File: config.mk
export PLATFORM = sky130hd
export DESIGN_NAME = sqrt_sig_iter
export DESIGN_NICKNAME = d
export VERILOG_FILES = /design/src/rtl/sqrt_sig_iter_pkg.sv /design/src/rtl/sqrt_sig_iter_step.sv /design/src/rtl/sqrt_sig_iter.sv
export SDC_FILE = /design/constraint.sdc
export NUM_CORES = 1
export LEC_CHECK = 0
export BUFFER_PORTS_ARGS = -buffer_cell sky130_fd_sc_hd__buf_4
export CAP_MARGIN = 5
export CORE_MARGIN = 4
export CORE_UTILIZATION = 55
export DETAILED_ROUTE_END_ITERATION = 10
export GPL_TIMING_DRIVEN = 0
export HOLD_SLACK_MARGIN = 0.06
export PLACE_DENSITY = 0.76
export SYNTH_ARGS = -nofsm -noshare
export SYNTH_HDL_FRONTEND = slang
export SYNTH_SLANG_ARGS = --single-unit
File: constraint.sdc
create_clock -name clk -period 3.68 [get_ports clk]
set_input_delay 0.368 -clock clk [delete_from_list [all_inputs] [get_ports clk]]
set_output_delay 0.368 -clock clk [all_outputs]
set_load 0.02 [all_outputs]
File: src/rtl/sqrt_sig_iter_pkg.sv
// rtl/sqrt_sig_iter_pkg.sv - shared types, widths and helpers for the iterative significand sqrt
package sqrt_sig_iter_pkg;

  localparam int LAMP_FLOAT_F_DW = 7;
  localparam int LAMP_SQRT_SIG_W = 1 + LAMP_FLOAT_F_DW;

  typedef enum logic [1:0] {
    IDLE     = 2'b00,
    SQRT     = 2'b01,
    OUTSTATE = 2'b10
  } sqrt_state_t;

  function automatic int sqrtIterCnt(input int sig_w, input int dpc);
    return (2 * sig_w) / dpc;
  endfunction

endpackage

File: src/rtl/sqrt_sig_iter_step.sv
// rtl/sqrt_sig_iter_step.sv - one combinational restoring square-root step (one root bit)
module sqrt_sig_step #(
  parameter int SIG_W = 8
) (
  input  logic [2*SIG_W+1:0] rem,
  input  logic [2*SIG_W-1:0] q,
  input  logic [1:0]         rad_bits,
  output logic [2*SIG_W+1:0] rem_next,
  output logic               q_bit
);

  localparam int REM_W = 2 * SIG_W + 2;
  localparam int TMP_W = REM_W + 2;

  logic [TMP_W-1:0] cur;
  logic [TMP_W-1:0] sub;
  logic [TMP_W-1:0] trial;

  // Two extra headroom bits keep the brought-down remainder exact before the compare.
  always_comb begin
    cur      = {rem, rad_bits};
    sub      = {2'b00, q, 2'b01};
    trial    = cur - sub;
    q_bit    = (cur >= sub);
    rem_next = q_bit ? trial[REM_W-1:0] : cur[REM_W-1:0];
  end

endmodule

File: src/rtl/sqrt_sig_iter.sv
// rtl/sqrt_sig_iter.sv - iterative restoring significand square root, DPC root bits per cycle
module sqrt_sig_iter
  import sqrt_sig_iter_pkg::*;
#(
  parameter int SIG_W = LAMP_SQRT_SIG_W,
  parameter int DPC   = 1
) (
  input  logic                 clk,
  input  logic                 rst,
  input  logic                 doSqrt_i,
  input  logic [SIG_W-1:0]     s_i,
  input  logic                 odd_i,
  output logic                 ready_o,
  output logic                 valid_o,
  output logic [2*SIG_W-1:0]   res_o,
  output logic                 sticky_o
);

  localparam int RES_W = 2 * SIG_W;
  localparam int RAD_W = 4 * SIG_W;
  localparam int REM_W = RES_W + 2;
  localparam int ITER  = sqrtIterCnt(SIG_W, DPC);
  localparam int CNT_W = $clog2(ITER + 1);

  if (!(DPC == 1 || DPC == 2 || DPC == 4) || ((2 * SIG_W) % DPC) != 0) begin : g_bad_dpc
    $error("sqrt_sig_iter: DPC must be 1, 2 or 4 and divide 2*SIG_W");
  end

  sqrt_state_t      state_q, state_d;
  logic [CNT_W-1:0] cnt_q, cnt_d;
  logic [RAD_W-1:0] rad_q, rad_d;
  logic [RES_W-1:0] root_q, root_d;
  logic [REM_W-1:0] rem_q, rem_d;
  logic [RES_W-1:0] res_q, res_d;
  logic             sticky_q, sticky_d;

  logic             start;
  logic             last_iter;
  logic [RAD_W-1:0] rad_init;

  logic [REM_W-1:0] rem_c [DPC+1];
  logic [RES_W-1:0] q_c   [DPC+1];
  logic [DPC-1:0]   q_bit;

  assign rem_c[0] = rem_q;
  assign q_c[0]   = root_q;

  for (genvar g = 0; g < DPC; g++) begin : g_step
    sqrt_sig_step #(.SIG_W(SIG_W)) u_step (
      .rem      (rem_c[g]),
      .q        (q_c[g]),
      .rad_bits (rad_q[RAD_W-1-2*g -: 2]),
      .rem_next (rem_c[g+1]),
      .q_bit    (q_bit[g])
    );
    assign q_c[g+1] = {q_c[g][RES_W-2:0], q_bit[g]};
  end

  always_ff @(posedge clk) begin
    if (!rst) begin
      state_q  <= IDLE;
      cnt_q    <= '0;
      rad_q    <= '0;
      root_q   <= '0;
      rem_q    <= '0;
      res_q    <= '0;
      sticky_q <= 1'b0;
    end else begin
      state_q  <= state_d;
      cnt_q    <= cnt_d;
      rad_q    <= rad_d;
      root_q   <= root_d;
      rem_q    <= rem_d;
      res_q    <= res_d;
      sticky_q <= sticky_d;
    end
  end

  assign last_iter = (state_q == SQRT) && (cnt_q == CNT_W'(ITER - 1));

  always_comb begin
    state_d = state_q;
    case (state_q)
      IDLE:     if (doSqrt_i) state_d = SQRT;
      SQRT:     if (last_iter) state_d = OUTSTATE;
      OUTSTATE: state_d = doSqrt_i ? SQRT : IDLE;
      default:  state_d = IDLE;
    endcase
  end

  always_comb begin
    ready_o = (state_q != SQRT);
    valid_o = (state_q == OUTSTATE);
  end

  assign res_o    = res_q;
  assign sticky_o = sticky_q;
  assign start    = ready_o && doSqrt_i;
  // Radicand is s_i << (3*SIG_W-1+odd_i); an even exponent drops one position.
  assign rad_init = {s_i, {(3*SIG_W){1'b0}}};

  always_comb begin
    cnt_d    = cnt_q;
    rad_d    = rad_q;
    root_d   = root_q;
    rem_d    = rem_q;
    res_d    = res_q;
    sticky_d = sticky_q;
    if (start) begin
      cnt_d  = '0;
      rad_d  = odd_i ? rad_init : (rad_init >> 1);
      root_d = '0;
      rem_d  = '0;
    end else if (state_q == SQRT) begin
      cnt_d  = cnt_q + CNT_W'(1);
      rad_d  = rad_q << (2 * DPC);
      root_d = q_c[DPC];
      rem_d  = rem_c[DPC];
      if (last_iter) begin
        res_d    = q_c[DPC];
        sticky_d = |rem_c[DPC];
      end
    end
  end

endmodule
# Word level (Yosys, flattened, before mapping)
# Cells that the tools add are included.
# classes
n_addsub	2
n_lt_le_gt_ge	1
eq_ne	6
n_mux	8
n_bitwise	2
reduce_logical	8
# ops
cell	n
2-to-1 mux 32 bit	3
>= comparator 20 x 18 -> 1 bit	1
2-to-1 mux 18 bit	1
OR reduction 18 bit	1
subtractor 18 bit	1
case mux 2 bit (3 select lines)	1
adder 5 x 1 -> 5 bit, second input constant	1
equality test 5 x 4 -> 1 bit, second input constant	1
2-to-1 mux 2 bit	2
inequality test 2 bit, second input constant	2
AND reduction 3 bit	1
equality test 2 x 1 -> 1 bit, second input constant	1
equality test 2 bit, second input constant	1
logical AND 1 bit	2
logical NOT 2 bit	1
inequality test 2 x 1 -> 1 bit, second input constant	1
inverter 1 bit	2
AND reduction 2 bit	1
nonzero test 2 bit	1
OR reduction 2 bit	1
2-to-1 mux 1 bit	1
# word_totals
regBits	90
input_bits	12
output_inout_bits	19
wordCells	34

# Logic depth before layout (Yosys ltp)
# depth
depth_word	4
depth_mapped	12
depth_no_buf	10

# Hierarchy
# Synthesis repeated with hierarchy kept, for this count alone.
# hier_totals
cells_unflattened	494
hier_area_um2	3927.5
# by_module_without_submodules
module	instances	cells_per_inst	area_each_um2
sqrt_sig_iter	1	316	2610.0
sqrt_sig_step	1	178	1317.5

# Worst setup path before layout
# No wires, ideal clock.
# synth_timing
kind	register to register
startpoint	register root_q[7]
endpoint	register sticky_q, in the netlist sticky_o
arrival_time_ns	2.704
setup_slack_ns	0.848
stages_incl_launch_ff	12
n_path_buf	1
period_less_slack_ns	2.832
cell_sequence	dfxtp_1 > inv_1 > ha_1 > buf_6 > a21o_1 > o21a_1 > a211o_1 > o31a_1 > a2111o_1 > or4_1 > o41ai_2 > a31oi_1
# synth_between
elab_chain_cells	3
elab_cells_between_ends	4
classes_between	add/sub: 1; order compare: 1; mux: 1; reduce/logical: 1
# synth_rtl
element	line_no	text
start: declaration	sqrt_sig_iter.sv:32	logic [RES_W-1:0] root_q, root_d;
start signal: assignment	sqrt_sig_iter.sv:72	root_q <= root_d;
subtractor 18 bit or >= comparator 20 x 18 -> 1 bit (tied branches)	sqrt_sig_iter_step.sv:23, sqrt_sig_iter_step.sv:24	
2-to-1 mux 18 bit (*)	sqrt_sig_iter_step.sv:25	rem_next = q_bit ? trial[REM_W-1:0] : cur[REM_W-1:0];
OR reduction 18 bit (*)	sqrt_sig_iter.sv:121	sticky_d = |rem_c[DPC];
end signal: assignment	sqrt_sig_iter.sv:75	sticky_q <= sticky_d;
end: declaration	sqrt_sig_iter.sv:35	logic sticky_q, sticky_d;
# Mark *: on every way between the ends. The rest lies on a longest branch, timed or not.
# A chain may end at the register's enable or synchronous reset.

# Worst setup path in the final report
# layout_timing
startpoint	register root_q[6]
endpoint	register sticky_q, in the netlist sticky_o
# Same word-level chain as after synthesis.

==> summary.md <==
| Metric | Value |
|---|---|
| Final Hold Viols | `0` |
| Width of the chip | `90.9 microns` |
| Post-Synth XOR/XNOR Area | `0.0394` |
| Number of maximum-capacitance violations | `0` |
| Slew @ Worst Pin | `792 ps` |
| Cell area power density | `521 nW/um^2` |
| Starting density of the core | `0.582` |
| Min Clock Period, post-route | `3190 ps` |
| Data required, critical path | `3900 ps` |
| Global-route track usage on met2 | `0.419` |
| Layout cell share with drive strength beyond 1 | `0.105` |
| Total via count after detailed routing | `3,496` |
| Number of warning messages in the yosys log | `0` |
| Data arrival time of the critical path | `3410 ps` |
| Number of levels the H-tree was split into | `3` |
| WL per Instance | `16.7 microns` |
| RSZ-0062 raised after global routing | `no` |
| Final setup violation count | `0` |
| Detailed-route wire length | `9820 microns` |
| Upper clock frequency limit | `314 MHz` |
| Count of flip-flops with a built-in enable after synthesis | `0` |
| Final Slew Violations | `0` |
| Netlist area before placement | `3780 sq um` |
| Number of ports placed on the die boundary | `31` |
| Largest area contributor in the synthesized netlist | `dfxtp_1` |
| Flops & latches, synth | `67` |
| Die Footprint | `8270 sq um` |
| Latest clock arrival within the worst-skew pair | `350 ps` |
| Drt initial violations | `267` |
| Crit path max fanout | `8` |
| Gr ovfl total | `0` |
| Number of antenna violations at the first check in global routing | `0` |
| Met1 track demand over resource | `0.302` |
| Total Nets Final | `540` |
| Syn Area/Cell | `8.04 sq um` |
| Drt via density | `5.93` |
| Most frequent cells in the layout | `nand2_1, dfxtp_1, a21oi_1` |
| IO Port Bufs | `27` |
| Count of non-filler cells in the finished layout | `590` |
| Core area | `6490 sq um` |
| Max Root-Sink Buffers | `2` |
| TritonCTS sink count | `67` |
| Global-route met3 utilization | `0.0608` |
| Top_reg_cell synth | `dfxtp_1` |
| Proportion of synthesized area in mux cells | `0.0450` |
| Post-synthesis share of cell area spent on and, or, nand and nor gates | `0.201` |
| Hold Crit Class | `in -> reg` |
| Clock buffers created by TritonCTS | `9` |
| Share of the synthesized area in compound gates (AO/OA/AOI/OAI) | `0.235` |
| Post-CTS resize count | `0` |
| Setup_tns | `0 ps` |
| Outcome | `finished, final reports clean` |
| Fraction of post-synthesis cell area in the top cell type by area | `0.355` |
| Count of distinct cell types in the synthesized netlist | `54` |
| Setup crit start kind | `flop` |
| # DRC | `0` |
| Die Ht | `90.9 microns` |
| Fraction of the yosys area taken by sequential cells | `0.355` |
| First-pass GRT wire length | `16,400 microns` |
| Critical path class | `reg -> reg` |
| # hold bufs at CTS | `0` |
| Clock tree from TritonCTS | `yes` |
| Count of placed standard cells including taps | `574` |
| Number of instances in the synthesized netlist | `470` |
| Static leakage | `1.66 nW` |
| Max_slew headroom | `0.459` |
| Fin crit share | `0.866` |
| Area share of fa/ha/maj cells after synthesis | `0.0662` |
| Endpoint type of the worst setup path | `flop` |
| Final HPWL DP | `7260 microns` |
| Final clock skew | `7.62 ps` |
| Most common cell after layout, fill and taps aside | `nand2_1` |
| Layout Area Growth over Synthesis | `13.4%` |
| Main combinational cell family by area after synthesis | `compound AO/OA/AOI/OAI gates` |
| Async set-reset flop share out of synthesis | `0` |
| Syn nets | `502` |
| Number of buffers added for setup after CTS | `0` |
| Antenna viol nets, final | `0` |
| Row Count | `29` |
| Via count of the first global-routing pass | `3,413` |
| Global routing's busiest layer | `met2` |
| Clock root cell | `clkbuf_8` |
| Worst vdd rail ir drop | `0.309 mV` |
| Total track usage | `0.244` |
| Final antenna diode count | `0` |
| Clk pin slew, worst setup/hold paths | `80 ps` |
| Count of TritonRoute iterations in the first routing pass | `5` |
| Area contributors post-synth | `dfxtp_1, nand2_1, ha_1, a21oi_1, a211oi_1` |
| Weighted congestion reported at the end of routability-driven placement | `0.939` |
| Largest net degree at the start of global routing | `12` |
==> kinds of logic (layout without fill, tap and decap cells) <==
kind of cell / after synthesis / after routing
AO/OA/AOI/OAI: 130 / 130
buffers and inverters: 53 / 96
adder cells (fa/ha/maj): 20 / 20
multiplexers: 17 / 17
XOR/XNOR: 17 / 17
flip-flops: 67 / 67
AND/OR/NAND/NOR: 166 / 166
==> synthesized netlist by cell type, drive strengths merged (2+ instances only) <==
cell type	instances
or4	2
nand2b	4
or2	2
clkbuf	19
o22ai	2
buf	10
a21oi	39
a211o	2
o211a	2
xnor2	10
nand4	7
o211ai	6
dfxtp	67
nor2	33
nor3	6
nor4	5
nand3	5
xor2	7
a211oi	24
a221oi	3
ha	20
a21o	6
o21a	4
nand2	80
inv	24
and2	3
and3	5
o21ai	11
a21boi	16
nor2b	9
o2111ai	2
mux2i	17
a31oi	5
==> area by class of cell <==
type	instances	area (sq um)
multi-input combinational	350	2220
clock buffer	11	131
timing repair buffer	27	203
clock inverter	5	77.6
tap	77	96.3
buffer	29	134
sequential	67	1340
inverter	24	90.1
fill	564	2210
==> metal layers <==
| metal | vias up | wire (microns) |
|---|---|---|
| met5 | - | 0 |
| met4 | 0 | 168 |
| met3 | 14 | 533 |
| met2 | 97 | 4850 |
| met1 | 1648 | 4270 |
| li1 | 1737 | - |
==> state kept, by name, indices dropped and copies added, names as in the netlist <==
name / flops
res_o: 16
cnt_q: 5
root_q: 16
state_q: 2
rem_q: 18
rad_q: 9
sticky_o: 1
==> worst max-delay path, stage by stage, from the launching register on <==
cell and delay, ps:
dfxtp_1 440, inv_1 80, ha_1 300, buf_6 140
and3_4 160, o21a_1 190, a211o_1 260, o31a_1 280
a2111o_1 420, or4_1 420, o41ai_2 240, a31oi_1 130
==> stage by stage <==
| stage | worst slack, ps | util | power, mW | cell area [sq um] | hold WS, ps |
|---|---|---|---|---|---|
| global route | 299 | 0.660 | 2.35 | 4290 | 316 |
| global placement | 530 | 0.628 | 1.55 | 4080 | 444 |
| finish | 494 | 0.660 | 2.23 | 4290 | 305 |
| detailed placement | 520 | 0.628 | 1.56 | 4080 | 446 |
| floorplan | 848 | - | 1.39 | 3780 | 430 |
| CTS | 515 | 0.660 | 2.22 | 4290 | 296 |
==> power breakdown <==
part | switching, mW | total, mW | internal (mW)
clock network | 0.288 | 0.668 | 0.380
logic | 0.462 | 0.779 | 0.317
registers | 0.0323 | 0.787 | 0.755
==> final timing paths <==
path	slack, ps	cells past startpoint	endpoint	start
hold reg to reg	460	2	rad_q[23]$_SDFFE_PN0P_	rad_q[23]$_SDFFE_PN0P_
setup / recovery	490	11	sticky_o$_SDFFE_PN0P_	root_q[6]$_SDFFE_PP0P_
setup reg to reg	490	11	sticky_o$_SDFFE_PN0P_	root_q[6]$_SDFFE_PP0P_
hold / removal	300	3	rad_q[23]$_SDFFE_PN0P_	s_i[0]
Power figures use the tool's default switching activity.
